==> config.mk <==
export PLATFORM = sky130hd
export DESIGN_NAME = mmio_uart_tx
export DESIGN_NICKNAME = d
export VERILOG_FILES = /design/src/rtl/mmio_pkg.sv /design/src/rtl/tx_fifo.sv /design/src/rtl/mmio_uart_tx.sv
export SDC_FILE = /design/constraint.sdc
export NUM_CORES = 1
export LEC_CHECK = 0
export ABC_AREA = 0
export CORE_MARGIN = 5
export CORE_UTILIZATION = 45
export DETAILED_ROUTE_END_ITERATION = 12
export PLACE_DENSITY_LB_ADDON = 0.1
export RECOVER_POWER = 25
export SLEW_MARGIN = 30
export SYNTH_ARGS = -nofsm -noshare
export SYNTH_HDL_FRONTEND = slang
export SYNTH_SLANG_ARGS = --single-unit
export TNS_END_PERCENT = 1
==> constraint.sdc <==
create_clock -name clk -period 3.28 [get_ports clk]
set_clock_uncertainty 0.2 [all_clocks]
set_input_delay 0.656 -clock clk [delete_from_list [all_inputs] [get_ports clk]]
set_output_delay 0.656 -clock clk [all_outputs]
set_load 0.1 [all_outputs]
==> src/rtl/mmio_pkg.sv <==
// rtl/mmio_pkg.sv - register offsets, status bit positions and serializer states for mmio_uart_tx
package mmio_pkg;

  localparam logic [31:0] TX_DATA_OFS = 32'd0;
  localparam logic [31:0] STATUS_OFS  = 32'd4;

  localparam int EMPTY   = 0;
  localparam int FULL    = 1;
  localparam int BUSY    = 2;
  localparam int OVF     = 3;
  localparam int CNT_LSB = 8;

  typedef enum logic [2:0] {
    IDLE   = 3'd0,
    START  = 3'd1,
    DATA   = 3'd2,
    PARITY = 3'd3,
    STOP   = 3'd4
  } tx_state_e;

  function automatic logic even_parity(input logic [7:0] b);
    return ^b;
  endfunction

endpackage

==> src/rtl/tx_fifo.sv <==
// rtl/tx_fifo.sv - first-word-fall-through synchronous FIFO feeding the serializer
module tx_fifo #(
  parameter int DEPTH = 4,
  parameter int WIDTH = 8
) (
  input  logic                     clk,
  input  logic                     reset,
  input  logic                     push,
  input  logic [WIDTH-1:0]         din,
  input  logic                     pop,
  output logic [WIDTH-1:0]         dout,
  output logic [$clog2(DEPTH):0]   count,
  output logic                     full,
  output logic                     empty
);

  localparam int AW = $clog2(DEPTH);

  logic [WIDTH-1:0] mem [DEPTH];
  logic [AW-1:0]    wptr, rptr;
  logic             do_push, do_pop;

  assign full    = (count == ($clog2(DEPTH)+1)'(DEPTH));
  assign empty   = (count == '0);
  assign do_push = push & ~full;
  assign do_pop  = pop & ~empty;
  assign dout    = mem[rptr];

  // Storage carries no reset; validity is tracked entirely by count.
  always_ff @(posedge clk) begin
    if (do_push) mem[wptr] <= din;
  end

  always_ff @(posedge clk or posedge reset) begin
    if (reset) begin
      wptr  <= '0;
      rptr  <= '0;
      count <= '0;
    end else begin
      if (do_push) wptr <= wptr + 1'b1;
      if (do_pop)  rptr <= rptr + 1'b1;
      case ({do_push, do_pop})
        2'b10:   count <= count + 1'b1;
        2'b01:   count <= count - 1'b1;
        default: count <= count;
      endcase
    end
  end

endmodule

==> src/rtl/mmio_uart_tx.sv <==
// rtl/mmio_uart_tx.sv - memory-mapped UART transmitter; MMIO_UART_TX_PARITY_EN adds an even parity bit
module mmio_uart_tx
  import mmio_pkg::*;
#(
  parameter logic [31:0] BASE_ADDR    = 32'h0000_0080,
  parameter int          DEPTH        = 4,
  parameter int          CLKS_PER_BIT = 4
) (
  input  logic        clk,
  input  logic        reset,
  input  logic        memwrite,
  input  logic [31:0] dataadr,
  input  logic [31:0] writedata,
  output logic        hit,
  output logic [31:0] readdata,
  output logic        tx,
  output logic        tx_busy
);

  localparam int CW   = (CLKS_PER_BIT > 1) ? $clog2(CLKS_PER_BIT) : 1;
  localparam int CNTW = $clog2(DEPTH) + 1;
  localparam logic [CW-1:0] TICK_LAST = CW'(CLKS_PER_BIT - 1);

  logic            sel_data, sel_status, wr_data;
  logic            push, pop, full, empty, overflow;
  logic [7:0]      head;
  logic [CNTW-1:0] count;

  tx_state_e       state_q, state_d;
  logic [CW-1:0]   tick_q, tick_d;
  logic [2:0]      idx_q, idx_d;
  logic [7:0]      shift_q, shift_d;
`ifdef MMIO_UART_TX_PARITY_EN
  logic            par_q, par_d;
`endif

  logic unused_wdata;
  assign unused_wdata = ^writedata[31:8];

  assign sel_data   = (dataadr == BASE_ADDR + TX_DATA_OFS);
  assign sel_status = (dataadr == BASE_ADDR + STATUS_OFS);
  assign hit        = sel_data | sel_status;
  assign wr_data    = memwrite & sel_data;
  assign push       = wr_data & ~full;

  tx_fifo #(.DEPTH(DEPTH), .WIDTH(8)) u_fifo (
    .clk   (clk),
    .reset (reset),
    .push  (push),
    .din   (writedata[7:0]),
    .pop   (pop),
    .dout  (head),
    .count (count),
    .full  (full),
    .empty (empty)
  );

  always_ff @(posedge clk or posedge reset) begin
    if (reset)                                     overflow <= 1'b0;
    else if (wr_data & full)                       overflow <= 1'b1;
    else if (memwrite & sel_status & writedata[3]) overflow <= 1'b0;
  end

  always_comb begin
    readdata = '0;
    if (sel_status) begin
      readdata[CNT_LSB +: 8] = 8'(count);
      readdata[OVF]          = overflow;
      readdata[BUSY]         = tx_busy;
      readdata[FULL]         = full;
      readdata[EMPTY]        = empty;
    end
  end

  always_ff @(posedge clk or posedge reset) begin
    if (reset) begin
      state_q <= IDLE;
      tick_q  <= '0;
      idx_q   <= '0;
      shift_q <= '0;
`ifdef MMIO_UART_TX_PARITY_EN
      par_q   <= 1'b0;
`endif
    end else begin
      state_q <= state_d;
      tick_q  <= tick_d;
      idx_q   <= idx_d;
      shift_q <= shift_d;
`ifdef MMIO_UART_TX_PARITY_EN
      par_q   <= par_d;
`endif
    end
  end

  always_comb begin
    state_d = state_q;
    tick_d  = tick_q;
    idx_d   = idx_q;
    shift_d = shift_q;
    pop     = 1'b0;
`ifdef MMIO_UART_TX_PARITY_EN
    par_d   = par_q;
`endif
    case (state_q)
      IDLE: begin
        if (!empty) begin
          pop     = 1'b1;
          shift_d = head;
          tick_d  = '0;
          idx_d   = '0;
`ifdef MMIO_UART_TX_PARITY_EN
          par_d   = even_parity(head);
`endif
          state_d = START;
        end
      end
      START: begin
        if (tick_q == TICK_LAST) begin
          tick_d  = '0;
          state_d = DATA;
        end else begin
          tick_d = tick_q + 1'b1;
        end
      end
      DATA: begin
        if (tick_q == TICK_LAST) begin
          tick_d  = '0;
          shift_d = {1'b0, shift_q[7:1]};
          idx_d   = idx_q + 1'b1;
          if (idx_q == 3'd7) begin
`ifdef MMIO_UART_TX_PARITY_EN
            state_d = PARITY;
`else
            state_d = STOP;
`endif
          end
        end else begin
          tick_d = tick_q + 1'b1;
        end
      end
`ifdef MMIO_UART_TX_PARITY_EN
      PARITY: begin
        if (tick_q == TICK_LAST) begin
          tick_d  = '0;
          state_d = STOP;
        end else begin
          tick_d = tick_q + 1'b1;
        end
      end
`endif
      STOP: begin
        if (tick_q == TICK_LAST) begin
          tick_d  = '0;
          state_d = IDLE;
        end else begin
          tick_d = tick_q + 1'b1;
        end
      end
      default: state_d = IDLE;
    endcase
  end

  // Line outputs are registered from the current state, so they trail it by one cycle.
  always_ff @(posedge clk or posedge reset) begin
    if (reset) begin
      tx      <= 1'b1;
      tx_busy <= 1'b0;
    end else begin
      tx_busy <= (state_q != IDLE);
      case (state_q)
        START:   tx <= 1'b0;
        DATA:    tx <= shift_q[0];
`ifdef MMIO_UART_TX_PARITY_EN
        PARITY:  tx <= par_q;
`endif
        default: tx <= 1'b1;
      endcase
    end
  end

endmodule

* After elaboration in Yosys (flattened, before gate mapping)
Memories as Yosys holds them, arrays and structs flattened.
Index checks and enable logic that the tools add are counted.
** Word-level totals
- Memories kept :: 1
- Bits in writable memories :: 32
- Output and inout port bits :: 35
- Flip-flop bits (word level) :: 26
- Input bits :: 67
** Memory list
- u_fifo.mem :: depth 4, bits a word 8, rd ports 1, clocked after memory_dff 0, wr ports 1, RTL line tx_fifo.sv:19 : logic [WIDTH-1:0] mem [DEPTH];
** Operators by class
- Bitwise logic cells :: 10
- Reductions and logical operators :: 11
- Add/sub/neg operators :: 6
- Equality and inequality tests :: 15
- Multiplexer cells :: 25
** Operator list (number)
- equality test 32 x 8 -> 1 bit (second input constant) :: 2
- 2-to-1 mux 3 bit :: 8
- 2-to-1 mux 8 bit :: 2
- case mux 8 bit (2 select lines) :: 1
- case mux 3 bit (2 select lines) :: 2
- case mux 3 bit (4 select lines) :: 1
- != test 2 bit (second input constant) :: 5
- equality test 3 bit (second input constant) :: 3
- nonzero test 2 bit :: 4
- bitwise AND 1 bit :: 7
- adder 2 x 1 -> 2 bit (second input constant) :: 3
- adder 3 x 1 -> 3 bit (second input constant) :: 2
- logical NOT 3 bit :: 2
- 2-to-1 mux 1 bit :: 6
- AND reduction 5 bit :: 1
- equality test 2 bit (second input constant) :: 2
- 2-to-1 mux 2 bit :: 2
- 2-to-1 mux 4 bit :: 1
- case mux 2 bit (2 select lines) :: 1
- equality test 3 x 1 -> 1 bit (second input constant) :: 1
- equality test 3 x 2 -> 1 bit (second input constant) :: 1
- AND reduction 3 bit :: 1
- nonzero test 3 bit :: 1
- OR reduction 3 bit :: 1
- 6 further kinds :: 7

* Depth between registers and ports, before layout
Gate-level depths: netlist of the first run.
- Depth after elaboration :: 6
- Gate-level depth with buffers :: 10
- Depth with buffers taken out :: 10

* By module
Synthesis of the first run repeated with hierarchy kept, for this count alone.
** Unflattened totals
- Cells, all modules :: 214
- Area total of the unflattened synthesis :: 2916.5 sq um
** By module, submodules not included
- tx_fifo :: sequential area each 1136.1 sq um, area an instance 1596.5 sq um, instances 1, cells each 80
- mmio_uart_tx :: sequential area each 476.7 sq um, area an instance 1320.0 sq um, instances 1, cells each 134

* Worst setup path before layout of the first run
OpenSTA, ideal clock, no wires.
- Kind :: input to output
- Start :: input dataadr[18]
- End :: output readdata[1]
- Slack :: -1168 ps
- Stages on the path :: 4
- Required time :: 2424 ps
- Arrival time :: 3592 ps
- Buffers on the path :: 0
- Cells stage by stage :: nor4_1 > nand4_2 > nor2_1 > and3_1
** Between the ends
- Longest elaborated chain between the ends :: 2
** Ends and longest elaborated chain
- start, declared :: RTL line mmio_uart_tx.sv:12 : input logic [31:0] dataadr,
- equality test 32 x 8 -> 1 bit :: RTL line mmio_uart_tx.sv:41 : assign sel_status = (dataadr == BASE_ADDR + STATUS_OFS);
- 2-to-1 mux 4 bit :: RTL line mmio_uart_tx.sv:66 : if (sel_status) begin
- end, declared :: RTL line mmio_uart_tx.sv:15 : output logic [31:0] readdata,
Every way passes these cells.

* Worst setup path in the final report of the first run
- Start :: input dataadr[18]
- End :: output readdata[9]
** Between the ends
- Longest elaborated chain between the ends :: 2
** Ends and longest elaborated chain (RTL line)
- equality test 32 x 8 -> 1 bit :: mmio_uart_tx.sv:41
- 2-to-1 mux 3 bit :: mmio_uart_tx.sv:66
Every way passes these cells.

==> results.toml, run 1 <==
[clock_tree]
clkTransAtPathRegs_ns = 0.06
postCtsSetupRepairBufs = 0
insertion_delay_ns = 0.33
cts_max_path_buffers = 2
root_buffer = "clkbuf_8"
cts_made_buffers = 9
cts.sinks = 58
htreeDepth = 3
ctsHoldBuffers = 0
cts_tree = "built"

[global_routing]
grt_pass1_vias = 1786
grt_overflow = 0
grt_max_degree = 27
grt_pass1_wl_um = 8470
track_usage = 0.144
antenna_found_initial = 0

[status]
status = "finished clean"

[critical_path]
reg2reg_to = "u_fifo.count[2]"
r2r_slack_ns = 0.68
critPathMaxStageDelay_ns = 0.41
cpMaxStageDelayCell = "clkdlybuf4s50_1"
cp_max_fo = 8
cp-endpoint = "readdata[9]"
required_ns = 2.42
crit_path_cell_trace = "clkdlybuf4s50_1 -> nor4_1 -> nand4_2 -> nor2_4 -> and3_1 -> buf_12"
rr_worst_depth = 8
start_kind = "input pin"
criticalPathCategory = "input pin to primary output"
reg2reg_from = "state_q[0]"
end_kind = "primary output"
startpoint = "dataadr[18]"
arrival_ns = 2.32

[pwr]
power_frac_seq = 0.440
p_switching_uw = 430
p_int_mw = 1.32
sw_frac_of_total = 0.246
ir_worst_vdd_v = 0.000293
pwr-share-clk = 0.448
power_density_nw_per_um2 = 472
p_leak_nw = 1.49
pwr-share-comb = 0.112

[placed_design]
io_buffers = 52
pre_cts_slack_ns = 0.0918
place_congestion = 0.693
dpl-instance-area_sq_um = 3460
dp_hpwl_um = 3850

[sta]
fin_hold_ws_ns = 0.280
layout_min_cycle_time_ns = 3.18
tightest_slew_ns = 1.45
rsz0062_at_grt = "no"
setup_viol = 0
slew_headroom = 0.0357
setup_ws_ns = 0.103
hold_viol = 0
timing.final.crit_share = 0.969
fmax_mhz = 315
maxSlewViolCount = 0

[synthesis]
synth_seq_area_share = 0.566
synth.distinct_cells = 41
ys_warn_count = 0
netlist.area_leader.share = 0.337
synth_area_sq_um = 2850
synth_edf_count = 32
synth.largest_area_cell = "edfxtp_1"
ys.flop_type = "edfxtp_1"
synth_cells = 216
synth_area_leaders = "edfxtp_1 34%, dfrtp_1 22%, buf_4 6.6%"
synth-seq-cells = 58
async_flop_share = 0.448
syn_avg_cell_area_sq_um = 13.2

[flow_run]
cap_viol_max_count = 0

[detailed_routing]
drt_first_pass_iters = 4
drt_iter0_drc = 89
routedWlPerCell_um = 14.4
drc = 0
via_per_inst = 4.83
routed_wl_um = 5180
vias = 1733
final_antenna_net_count = 0

[die]
die-area_sq_um = 8020
coreArea_sq_um = 6240
fp.dieH_um = 89.6
initial_core_util = 0.456
io_pins = 102
die_x_um = 89.6
rows = 29

[cells_and_area]
synthToLayoutAreaGrowth_pct = 30.2
design_area_sq_um = 3710
n_fill_cell = 518
seq_area_sq_um = 1610
nets = 353
n_antenna_cell = 0
multi_input_area_sq_um = 1090
layout-drive-gt1-share = 0.191
fin_util = 0.594

[min_path]
hold_depth = 2
hold_class = "flop to flop"
==> cell families after synthesis <==
family / after synthesis / share of synthesized area
other: 1 / 0.00132
xor gates and xnor gates: 6 / 0.0185
and+or+nand+nor: 61 / 0.136
adders and majority gates: 9 / 0.0422
muxes: 17 / 0.0967
buffers and inverters: 41 / 0.0887
DFF: 58 / 0.566
AOI/OAI and AO/OA: 23 / 0.0505
==> synth_stat cells (all sizes together), types with 3 or more instances <==
master and number:
nand2 21, edfxtp 32, nor3b 3, clkbuf 3, and2 4, nor2 6, nor2b 4, o21ai 12
o31ai 3, and3 7, mux2i 8, xor2 3, xnor2 3, nor3 3, nor4 6, mux4 8
inv 9, buf 29, dfrtp 25, ha 8
==> metrics by stage <==
step           setup TNS [ns]  power, mW  cells
3_3_place_gp                0      0.979    343
4_1_cts                     0       1.77    359
2_1_floorplan           -1.43      0.942    240
6_report                    0       1.75    359
3_5_place_dp                0      0.981    343
5_1_grt                     0       1.81    359
==> area by class of cell <==
| cell class | count | share of cell area |
|---|---|---|
| multi-input combinational | 141 | 0.293 |
| timing repair buffer | 58 | 0.172 |
| clock buffer | 9 | 0.0334 |
| clock inverter | 7 | 0.0317 |
| tap | 77 | 0.0260 |
| sequential | 58 | 0.435 |
| inverter | 9 | 0.00911 |
==> per-layer routing <==
metal / up-vias / part of all wire / GRT usage
li1: 855 / - / -
met1: 841 / 0.41 / 0.170
met2: 29 / 0.53 / 0.241
met3: 8 / 0.043 / 0.0525
met4: 0 / 0.013 / 0.0528
met5: - / 0 / 0
==> worst min-delay path by stage <==
| stage | end | start |
|---|---|---|
| finish | shift_q[4] | shift_q[4] |
| global route | shift_q[4] | shift_q[4] |
| CTS | shift_q[4] | shift_q[4] |
| detailed placement | shift_q[4] | shift_q[4] |
| global placement | shift_q[3] | shift_q[3] |
| floorplan | shift_q[1] | shift_q[1] |
==> power by group through the flow <==
stage	logic, mW	clock network (mW)	registers (mW)
2_1_floorplan	0.157	0	0.785
3_3_place_gp	0.194	0	0.785
3_5_place_dp	0.196	0	0.785
4_1_cts	0.196	0.806	0.770
5_1_grt	0.204	0.840	0.770
6_report	0.195	0.785	0.770
==> state kept, by name, indices dropped and copies added, names as in the netlist <==
| signal | flops |
|---|---|
| overflow | 1 |
| state_q | 3 |
| u_fifo.mem | 32 |
| tick_q | 2 |
| u_fifo.wptr | 2 |
| tx | 1 |
| shift_q | 8 |
| u_fifo.count | 3 |
| tx_busy | 1 |
| idx_q | 3 |
| u_fifo.rptr | 2 |
==> worst max-delay path: cells and delay by family <==
family | cells | cell delay, ns
AND/OR/NAND/NOR | 4 | 1.06
buffers and inverters | 2 | 0.60
==> what timing repair did <==
item / in CTS / in global routing
endpoints found under the setup margin: 0 / 3
gates resized for setup: 0 / 1
endpoints found under the hold margin: 0 / 0
==> placed cells by master, fill, tap and decap left out, types with 8 or more instances in the layout <==
master,instances
clkdlybuf4s50_1,40
edfxtp_1,32
conb_1,25
dfrtp_1,25
nand2_1,21
o21ai_0,12
inv_1,9
clkbuf_8,9
mux4_2,8
mux2i_1,8
ha_1,8
buf_12,8
Note: power is estimated with default switching activity, not from simulation.
==> run 2: changes to the inputs <==
--- a/config.mk
+++ b/config.mk
@@ -8,6 +8,7 @@
 export ABC_AREA = 0
 export CORE_MARGIN = 5
 export CORE_UTILIZATION = 45
+export CTS_CLUSTER_DIAMETER = 40
 export DETAILED_ROUTE_END_ITERATION = 12
 export PLACE_DENSITY_LB_ADDON = 0.1
 export RECOVER_POWER = 25
==> results of run 2 <==
The final DEF is identical to that of run 1; final timing and power are the same.
==> run 3: changes to the inputs <==
--- a/config.mk
+++ b/config.mk
@@ -12,7 +12,8 @@
 export DETAILED_ROUTE_END_ITERATION = 12
 export PLACE_DENSITY_LB_ADDON = 0.1
 export RECOVER_POWER = 25
-export SLEW_MARGIN = 30
+export SETUP_SLACK_MARGIN = 0.1
+export SLEW_MARGIN = 20
 export SYNTH_ARGS = -nofsm -noshare
 export SYNTH_HDL_FRONTEND = slang
 export SYNTH_SLANG_ARGS = --single-unit
==> run 3 against run 2 <==
Sequential power about the same. Via count down 0.40%. Maximum frequency up 3.2%. Cell count up 0.28%. First-iteration DRC count down 24%. Critical endpoint is now readdata[1].
==> results.toml, run 3 (synthesized netlist as in run 1, its figures left out) <==
[status]
status = "finished clean"

[global_routing]
grt_pass1_wl_um = 8300
track_usage = 0.141
antenna_found_initial = 0
grt_overflow = 0
grt_max_degree = 27
grt_pass1_vias = 1707

[critical_path]
r2r_slack_ns = 0.70
cp_max_fo = 8
required_ns = 2.42
start_kind = "input pin"
rr_worst_depth = 8
end_kind = "primary output"
arrival_ns = 2.22
criticalPathCategory = "input pin to primary output"
reg2reg_to = "u_fifo.count[2]"
reg2reg_from = "state_q[0]"

[placed_design]
place_congestion = 0.682
pre_cts_slack_ns = 0.0853
io_buffers = 52
dpl-instance-area_sq_um = 3460
place_inst = 342
dp_hpwl_um = 3770

[detailed_routing]
vias = 1726
drt_iter0_drc = 68
drc = 0
drt_first_pass_iters = 4
routedWlPerCell_um = 14.4
via_per_inst = 4.79
final_antenna_net_count = 0
routed_wl_um = 5180

[die]
rows = 29
coreArea_sq_um = 6240
fp.dieH_um = 89.6
die_x_um = 89.6
io_pins = 102
die-area_sq_um = 8020
initial_core_util = 0.456

[pwr]
ir_worst_vdd_v = 0.000410
power_frac_seq = 0.463
pwr-share-comb = 0.117
sw_frac_of_total = 0.255
pwr-share-clk = 0.420
power_density_nw_per_um2 = 450
p_switching_uw = 425
p_leak_nw = 1.48
p_int_mw = 1.24
power.total_mw = 1.66

[sta]
hold_viol = 0
timing.final.crit_share = 0.939
layout_min_cycle_time_ns = 3.08
rsz0062_at_grt = "no"
tightest_slew_ns = 1.43
setup_viol = 0
fin_hold_ws_ns = 0.284
setup_tns_ns = 0
setup_ws_ns = 0.201
fmax_mhz = 325
maxSlewViolCount = 0
slew_headroom = 0.0461

[clock_tree]
cts_max_path_buffers = 2
htreeDepth = 3
clkTransAtPathRegs_ns = 0.06
root_buffer = "clkbuf_8"
cts_tree = "built"
insertion_delay_ns = 0.33
cts.sinks = 58
cts_made_buffers = 9

[cells_and_area]
seq_area_sq_um = 1610
mostFrequentLayoutCell = "clkdlybuf4s50_1"
fin_util = 0.592
n_antenna_cell = 0
n_fill_cell = 531
layout-drive-gt1-share = 0.216
layout_common_cells = "39 x clkdlybuf4s50_1, 32 x edfxtp_1, 25 x conb_1, 25 x dfrtp_1, 21 x nand2_1"
top_register = "u_fifo.mem"
design_area_sq_um = 3700
nets = 354
reg_top3 = "u_fifo.mem (32), shift_q (8)"
multi_input_area_sq_um = 1100
synthToLayoutAreaGrowth_pct = 29.8
fin_cells = 360
largest_reg_flops = 32

[min_path]
holdCritStartpoint = "shift_q[3]"
min_to = "shift_q[3]"
hold_depth = 2
hold_class = "flop to flop"

[flow_run]
cap_viol_max_count = 0
## run 3: critical path: stages
cell and delay (ns):
clkdlybuf4s50_1 0.41, nor4_2 0.35, nand4_2 0.20, nor2_4 0.19
and3_2 0.24, buf_12 0.18
## run 3: what timing repair did
item	4_1_cts	5_1_grt
gates resized for setup	1	1
pin swaps	1	2
hold endpoints to repair	0	0
buffers inserted	0	2
endpoints found under the setup margin	7	8
hold buffers	0	0
## run 3: per-layer routing
layer / part of all wire / GRT usage
met1: 0.41 / 0.172
met2: 0.52 / 0.233
met3: 0.049 / 0.0535
met4: 0.014 / 0.0406
met5: 0 / 0
## run 3: area by class of cell
cell class | count | share of cell area
timing repair buffer | 59 | 0.174
inverter | 9 | 0.00914
clock buffer | 10 | 0.0345
multi-input combinational | 141 | 0.298
sequential | 58 | 0.436
tap | 77 | 0.0261
clock inverter | 6 | 0.0220
## run 3: worst max-delay path by stage
stage | startpoint | to | slack [ns] | cells past startpoint
after floorplan | dataadr[18] | readdata[1] | 0.01 | 4
after global placement | dataadr[1] | u_fifo.count[2] | 0.07 | 11
after detailed placement | dataadr[17] | readdata[1] | 0.09 | 6
after CTS | dataadr[22] | readdata[1] | 0.11 | 6
after global routing | dataadr[17] | readdata[1] | 0.10 | 6
final | dataadr[17] | readdata[1] | 0.20 | 6
## run 3: power groups by stage
stage	Combinational (mW)	Sequential [mW]	Clock, mW
2_1_floorplan	0.157	0.785	0
3_3_place_gp	0.193	0.785	0
3_5_place_dp	0.195	0.785	0
4_1_cts	0.196	0.770	0.720
5_1_grt	0.203	0.769	0.755
6_report	0.195	0.770	0.699
